$ cat src/rtl/country_request_scheduler.sv
// Country-side service request scheduler: wait timer, night lockout, highway hold-off, emergency bypass.
// Optional night lockout is compiled in with `define SCHED_NIGHT_LOCK_EN.
module country_request_scheduler #(
  parameter int CLK_PER_SEC     = 50000000,
  parameter int WAIT_SEC        = 180,
  parameter int HOLDOFF_SEC     = 60,
  parameter int ACK_TIMEOUT_SEC = 10,
  parameter int NIGHT_START_HR  = 21,
  parameter int NIGHT_END_HR    = 5
) (
  input  logic       clock,
  input  logic       clear,
  input  logic       car_det,
  input  logic       emerg_det,
  input  logic [4:0] hours,
  input  logic       svc_ack,
  input  logic       svc_done,
  output logic       svc_req,
  output logic       svc_emerg,
  output logic       pending,
  output logic       night,
  output logic       fault
);

  localparam logic [2:0] IDLE    = 3'd0;
  localparam logic [2:0] WAIT    = 3'd1;
  localparam logic [2:0] ISSUE   = 3'd2;
  localparam logic [2:0] SERVE   = 3'd3;
  localparam logic [2:0] HOLDOFF = 3'd4;

  localparam int PW      = (CLK_PER_SEC > 1) ? $clog2(CLK_PER_SEC) : 1;
  localparam int SEC_MAX = (WAIT_SEC > HOLDOFF_SEC)
                         ? ((WAIT_SEC > ACK_TIMEOUT_SEC) ? WAIT_SEC : ACK_TIMEOUT_SEC)
                         : ((HOLDOFF_SEC > ACK_TIMEOUT_SEC) ? HOLDOFF_SEC : ACK_TIMEOUT_SEC);
  localparam int SW      = $clog2(SEC_MAX + 1);

  logic [2:0]    state_q, state_d;
  logic [PW-1:0] presc_q, presc_d;
  logic [SW-1:0] sec_q, sec_d;
  logic          svc_req_q, svc_emerg_q, svc_emerg_d;
  logic          pending_q, fault_q, fault_d;
  logic          night_q, night_d;
  logic          sec_tick, timed;
  logic          wait_exp, hold_exp, ack_exp;

`ifdef SCHED_NIGHT_LOCK_EN
  // Hours 24..31 are out of range and treated as day.
  always_comb begin
    night_d = ((hours >= 5'(NIGHT_START_HR)) && (hours <= 5'd23)) ||
              (hours < 5'(NIGHT_END_HR));
  end
`else
  logic unused_hours;
  assign unused_hours = ^hours;
  always_comb night_d = 1'b0;
`endif

  // A duration of N seconds expires on the N*CLK_PER_SEC-th edge after entry.
  assign sec_tick = (presc_q == PW'(CLK_PER_SEC - 1));
  assign wait_exp = sec_tick && (sec_q == SW'(WAIT_SEC - 1));
  assign hold_exp = sec_tick && (sec_q == SW'(HOLDOFF_SEC - 1));
  assign ack_exp  = sec_tick && (sec_q == SW'(ACK_TIMEOUT_SEC - 1));
  assign timed    = (state_q == WAIT) || (state_q == ISSUE) || (state_q == HOLDOFF);

  always_comb begin
    state_d     = state_q;
    svc_emerg_d = svc_emerg_q;
    fault_d     = fault_q;
    case (state_q)
      IDLE: begin
        if (emerg_det) begin
          state_d     = ISSUE;
          svc_emerg_d = 1'b1;
        end else if (car_det && !night_q) begin
          state_d = WAIT;
        end
      end
      WAIT: begin
        if (emerg_det) begin
          state_d     = ISSUE;
          svc_emerg_d = 1'b1;
        end else if (night_q) begin
          state_d = IDLE;
        end else if (wait_exp) begin
          state_d = ISSUE;
        end
      end
      ISSUE: begin
        if (emerg_det) svc_emerg_d = 1'b1;
        if (svc_ack) begin
          state_d = svc_done ? HOLDOFF : SERVE;
        end else if (ack_exp) begin
          state_d = IDLE;
          fault_d = 1'b1;
        end
      end
      SERVE: begin
        if (svc_done) state_d = HOLDOFF;
      end
      HOLDOFF: begin
        if (emerg_det) begin
          state_d     = ISSUE;
          svc_emerg_d = 1'b1;
        end else if (hold_exp) begin
          state_d = IDLE;
        end
      end
      default: state_d = IDLE;
    endcase
    // svc_emerg only has meaning alongside svc_req.
    if (state_d != ISSUE) svc_emerg_d = 1'b0;
  end

  always_comb begin
    presc_d = presc_q;
    sec_d   = sec_q;
    if (state_d != state_q) begin
      presc_d = '0;
      sec_d   = '0;
    end else if (timed) begin
      if (sec_tick) begin
        presc_d = '0;
        sec_d   = sec_q + 1'b1;
      end else begin
        presc_d = presc_q + 1'b1;
      end
    end
  end

  always_ff @(posedge clock or posedge clear) begin
    if (clear) begin
      state_q     <= IDLE;
      presc_q     <= '0;
      sec_q       <= '0;
      svc_req_q   <= 1'b0;
      svc_emerg_q <= 1'b0;
      pending_q   <= 1'b0;
      fault_q     <= 1'b0;
      night_q     <= 1'b0;
    end else begin
      state_q     <= state_d;
      presc_q     <= presc_d;
      sec_q       <= sec_d;
      svc_req_q   <= (state_d == ISSUE);
      svc_emerg_q <= svc_emerg_d;
      pending_q   <= (state_d == WAIT);
      fault_q     <= fault_d;
      night_q     <= night_d;
    end
  end

  assign svc_req   = svc_req_q;
  assign svc_emerg = svc_emerg_q;
  assign pending   = pending_q;
  assign night     = night_q;
  assign fault     = fault_q;

endmodule

$ cat config.mk
export PLATFORM = sky130hd
export DESIGN_NAME = country_request_scheduler
export DESIGN_NICKNAME = d
export VERILOG_FILES = /design/src/rtl/country_request_scheduler.sv
export SDC_FILE = /design/constraint.sdc
export NUM_CORES = 1
export LEC_CHECK = 0
export ABC_CLOCK_PERIOD_IN_PS = 2600
export CORE_MARGIN = 4
export CORE_UTILIZATION = 33
export DETAILED_ROUTE_END_ITERATION = 10
export PLACE_DENSITY = 0.58
export SYNTH_ARGS = -nofsm -noshare
export SYNTH_HDL_FRONTEND = slang
export SYNTH_SLANG_ARGS = --single-unit
export TNS_END_PERCENT = 1
$ cat constraint.sdc
create_clock -name clock -period 2.6 [get_ports clock]
set_clock_uncertainty 0.1 [all_clocks]
set_input_delay 0.65 -clock clock [delete_from_list [all_inputs] [get_ports clock]]
set_output_delay 0.65 -clock clock [all_outputs]
set_load 0.05 [all_outputs]
==> flow_summary.yaml <==
setup_path:
  setup.worst_path.start_class: "register"
  critPathMaxFanout: 8
  critPathMaxStageDelay_ns: 0.39
  worstPathRequired_ns: 2.68
  slowest_stage: "dfrtp_1"
  cp-end-kind: "register"
  path_class: "register to register"
  path_cells: "ha_1, and4_1, and2_2, and3_1, nor2b_1, nand2_1, buf_4, o311ai_0"
  worst-endpoint-arrival_ns: 2.59
power_and_ir_drop:
  pwr-share-comb_pct: 48.4
  seq_power_share_pct: 33.5
  swShare_pct: 40.4
  leakage_nw: 1.21
  p_per_area_mw_per_mm2: 750
  p_int_w: 0.00133
  switchingPower_w: 0.000902
  clkPwrFrac_pct: 18.1
  power.total_w: 0.00223
  ir_drop_mv: 0.288
layout:
  layout.nets: 333
  syn_to_final_growth_pct: 17.9
  postLayoutCoreUtil_pct: 40.6
  drive_gt1_share_pct: 18.4
  fin_area_mm2: 0.00298
  insertedDiodeCount: 0
clock_network:
  clk_pin_slew_ns: 0.08
  ctsRootBufferMaster: "clkbuf_8"
  h-tree-depth: 2
  cts_num_sinks: 41
  cts_buffers: 5
  cts_hold_buf: 0
  cts_resized: 0
  cts_tree: "yes"
  clockBufferDepth: 2
  postCtsSetupBuffers: 0
  clk-insertion-delay-late_ns: 0.30
yosys:
  synth_common_cells: "dfrtp_1 (41), nand2_1 (36), nand3_1 (22)"
  syn_nets: 303
  ys.flop_type: "dfrtp_1"
  synth_area_leaders: "dfrtp_1 (41%), nand2_1 (5.4%), nand3_1 (4.4%), o21ai_0 (3.6%), nand4_1 (3.5%)"
  yosysMostFrequentCell: "dfrtp_1"
  synth_warnings: 0
  synth_cells: 289
  synth_area_mm2: 0.00252
  syn-mean-instance-area_um2: 8.73
  ys_ff_latch: 41
  synth_top_area_share_pct: 40.7
  synth_edf_count: 0
  synth_top_area_cell: "dfrtp_1"
  ys_seq_area_share_pct: 40.7
  synth_cell_type_count: 52
  synth-async-reset-ratio_pct: 100
floorplanning:
  io_pins: 16
  start_util_pct: 34.4
  die_y_um: 95.5
  placement_rows: 31
  die_x_um: 95.5
  core_mm2: 0.00733
  dieArea_mm2: 0.00911
placed_design:
  gp_congestion: 0.842
  dpl-instance-area_mm2: 0.00289
  dp_slack_ns: -0.182
  io_buffer_count: 9
  dpl.hpwl_mm: 4.00
worst_hold_path:
  hp-class: "register to register"
outcome:
  status: "finished, final reports clean"
route:
  drtPass1Iterations: 4
  drc: 0
  wire_per_inst_um: 13.8
  antenna_left: 0
  routed_wl_mm: 5.76
  num_vias: 2210
  vias_per_cell: 5.27
  drtIter0Drc: 160
sta:
  drv_slew: 0
  max_freq_mhz: 398
  finalCriticalPeriod_ns: 2.51
  finalSetupViolations: 0
  worst_slack_ns: 0.0895
  worstMarginPinSlew_ns: 0.510
  setup-tns-final_ns: 0
  rsz0062_at_grt: "true"
  hold_viol: 0
  slew-limit-headroom_pct: 65.7
  fin_crit_sh_pct: 96.6
global_routing:
  grt_pass1_vias: 2158
  antenna_found_initial: 0
  grt_max_degree: 42
  overflow: 0
  grt_use_total_pct: 14.1
  grt_pass1_wl_mm: 10.4
job:
  drv_cap: 0
-- per-stage QoR --
stage,hold slack (ns),cells
final,0.382,419
after global routing,0.424,419
after CTS,0.383,419
after detailed placement,0.366,411
after global placement,0.358,411
after floorplan,0.380,289
-- cell type report --
| class | instances | area, µm² |
|---|---|---|
| clock buffer | 8 | 80.1 |
| timing repair buffer | 36 | 322 |
| multi-input combinational | 223 | 1380 |
| sequential | 41 | 1030 |
| fill | 717 | 4350 |
| tap | 99 | 124 |
| inverter | 12 | 45.0 |
-- worst max-delay path, delay by kind of cell, from the launching register on --
family	cells	cell delay, ns
compound gates	1	0.31
fa+ha+maj	1	0.24
buf+inv	1	0.19
flops	1	0.39
simple gates	5	1.16
-- registers in the layout, summed over array words and instances, names as in the netlist --
| signal | count |
|---|---|
| presc_q | 26 |
| sec_q | 8 |
| svc_req | 1 |
| pending | 1 |
| svc_emerg | 1 |
| fault | 1 |
| state_q | 3 |
-- cells by family after synthesis --
| logic type | Yosys count | share of synthesized area [%] |
|---|---|---|
| DFF | 41 | 40.7 |
| adders and majority gates | 3 | 1.49 |
| xor gates and xnor gates | 7 | 2.43 |
| other | 1 | 0.149 |
| AOI/OAI and AO/OA | 67 | 18.4 |
| muxes | 1 | 0.397 |
| and+or+nand+nor | 144 | 31.6 |
| buffers and inverters | 25 | 4.81 |
-- layout by cell type (no fill, tap or decap), types with 4 or more instances in the layout --
cell type,count
a21oi_1,11
a22o_1,7
a31o_2,7
and3_1,7
buf_4,24
clkbuf_8,5
clkdlybuf4s50_1,9
dfrtp_1,41
inv_1,12
nand2_1,36
nand3_1,22
nand4_1,14
nor2_1,20
nor2b_1,6
o21ai_0,18
o22ai_1,4
or2_2,6
or3_1,5
or4_1,5
xor2_1,4
-- path summary, 6_finish.rpt --
check / startpoint / to / slack [ns] / depth (start not counted)
worst max-delay path: presc_q[0]$_DFFE_PP0P_ / presc_q[20]$_DFFE_PP0P_ / 0.09 / 8
worst min-delay path: fault$_DFFE_PP0P_ / fault$_DFFE_PP0P_ / 0.38 / 1
worst max register to register: presc_q[0]$_DFFE_PP0P_ / presc_q[20]$_DFFE_PP0P_ / 0.09 / 8
worst min register to register: fault$_DFFE_PP0P_ / fault$_DFFE_PP0P_ / 0.38 / 1
max in group asynchronous: clear / presc_q[1]$_DFFE_PP0P_ / 1.57 / 3
min in group asynchronous: clear / pending$_DFF_PP0_ / 0.60 / 3
-- power by group through the flow --
stage / logic [W] / clock network, W / registers (W)
2_1_floorplan: 0.000654 / 0 / 0.000790
3_3_place_gp: 0.00105 / 0 / 0.000758
3_5_place_dp: 0.00107 / 0 / 0.000761
4_1_cts: 0.00107 / 0.000425 / 0.000748
5_1_grt: 0.00118 / 0.000451 / 0.000757
6_report: 0.00108 / 0.000404 / 0.000748
-- metal layers --
| layer | up-vias | GRT usage, % | share of wire (%) |
|---|---|---|---|
| met5 | - | 0 | 0 |
| met4 | 0 | 4.15 | 1.1 |
| met2 | 30 | 22.7 | 46 |
| met1 | 1066 | 19.4 | 49 |
| met3 | 6 | 2.68 | 3.4 |
| li1 | 1108 | - | - |
No activity file was read; power rests on OpenSTA's default activity.
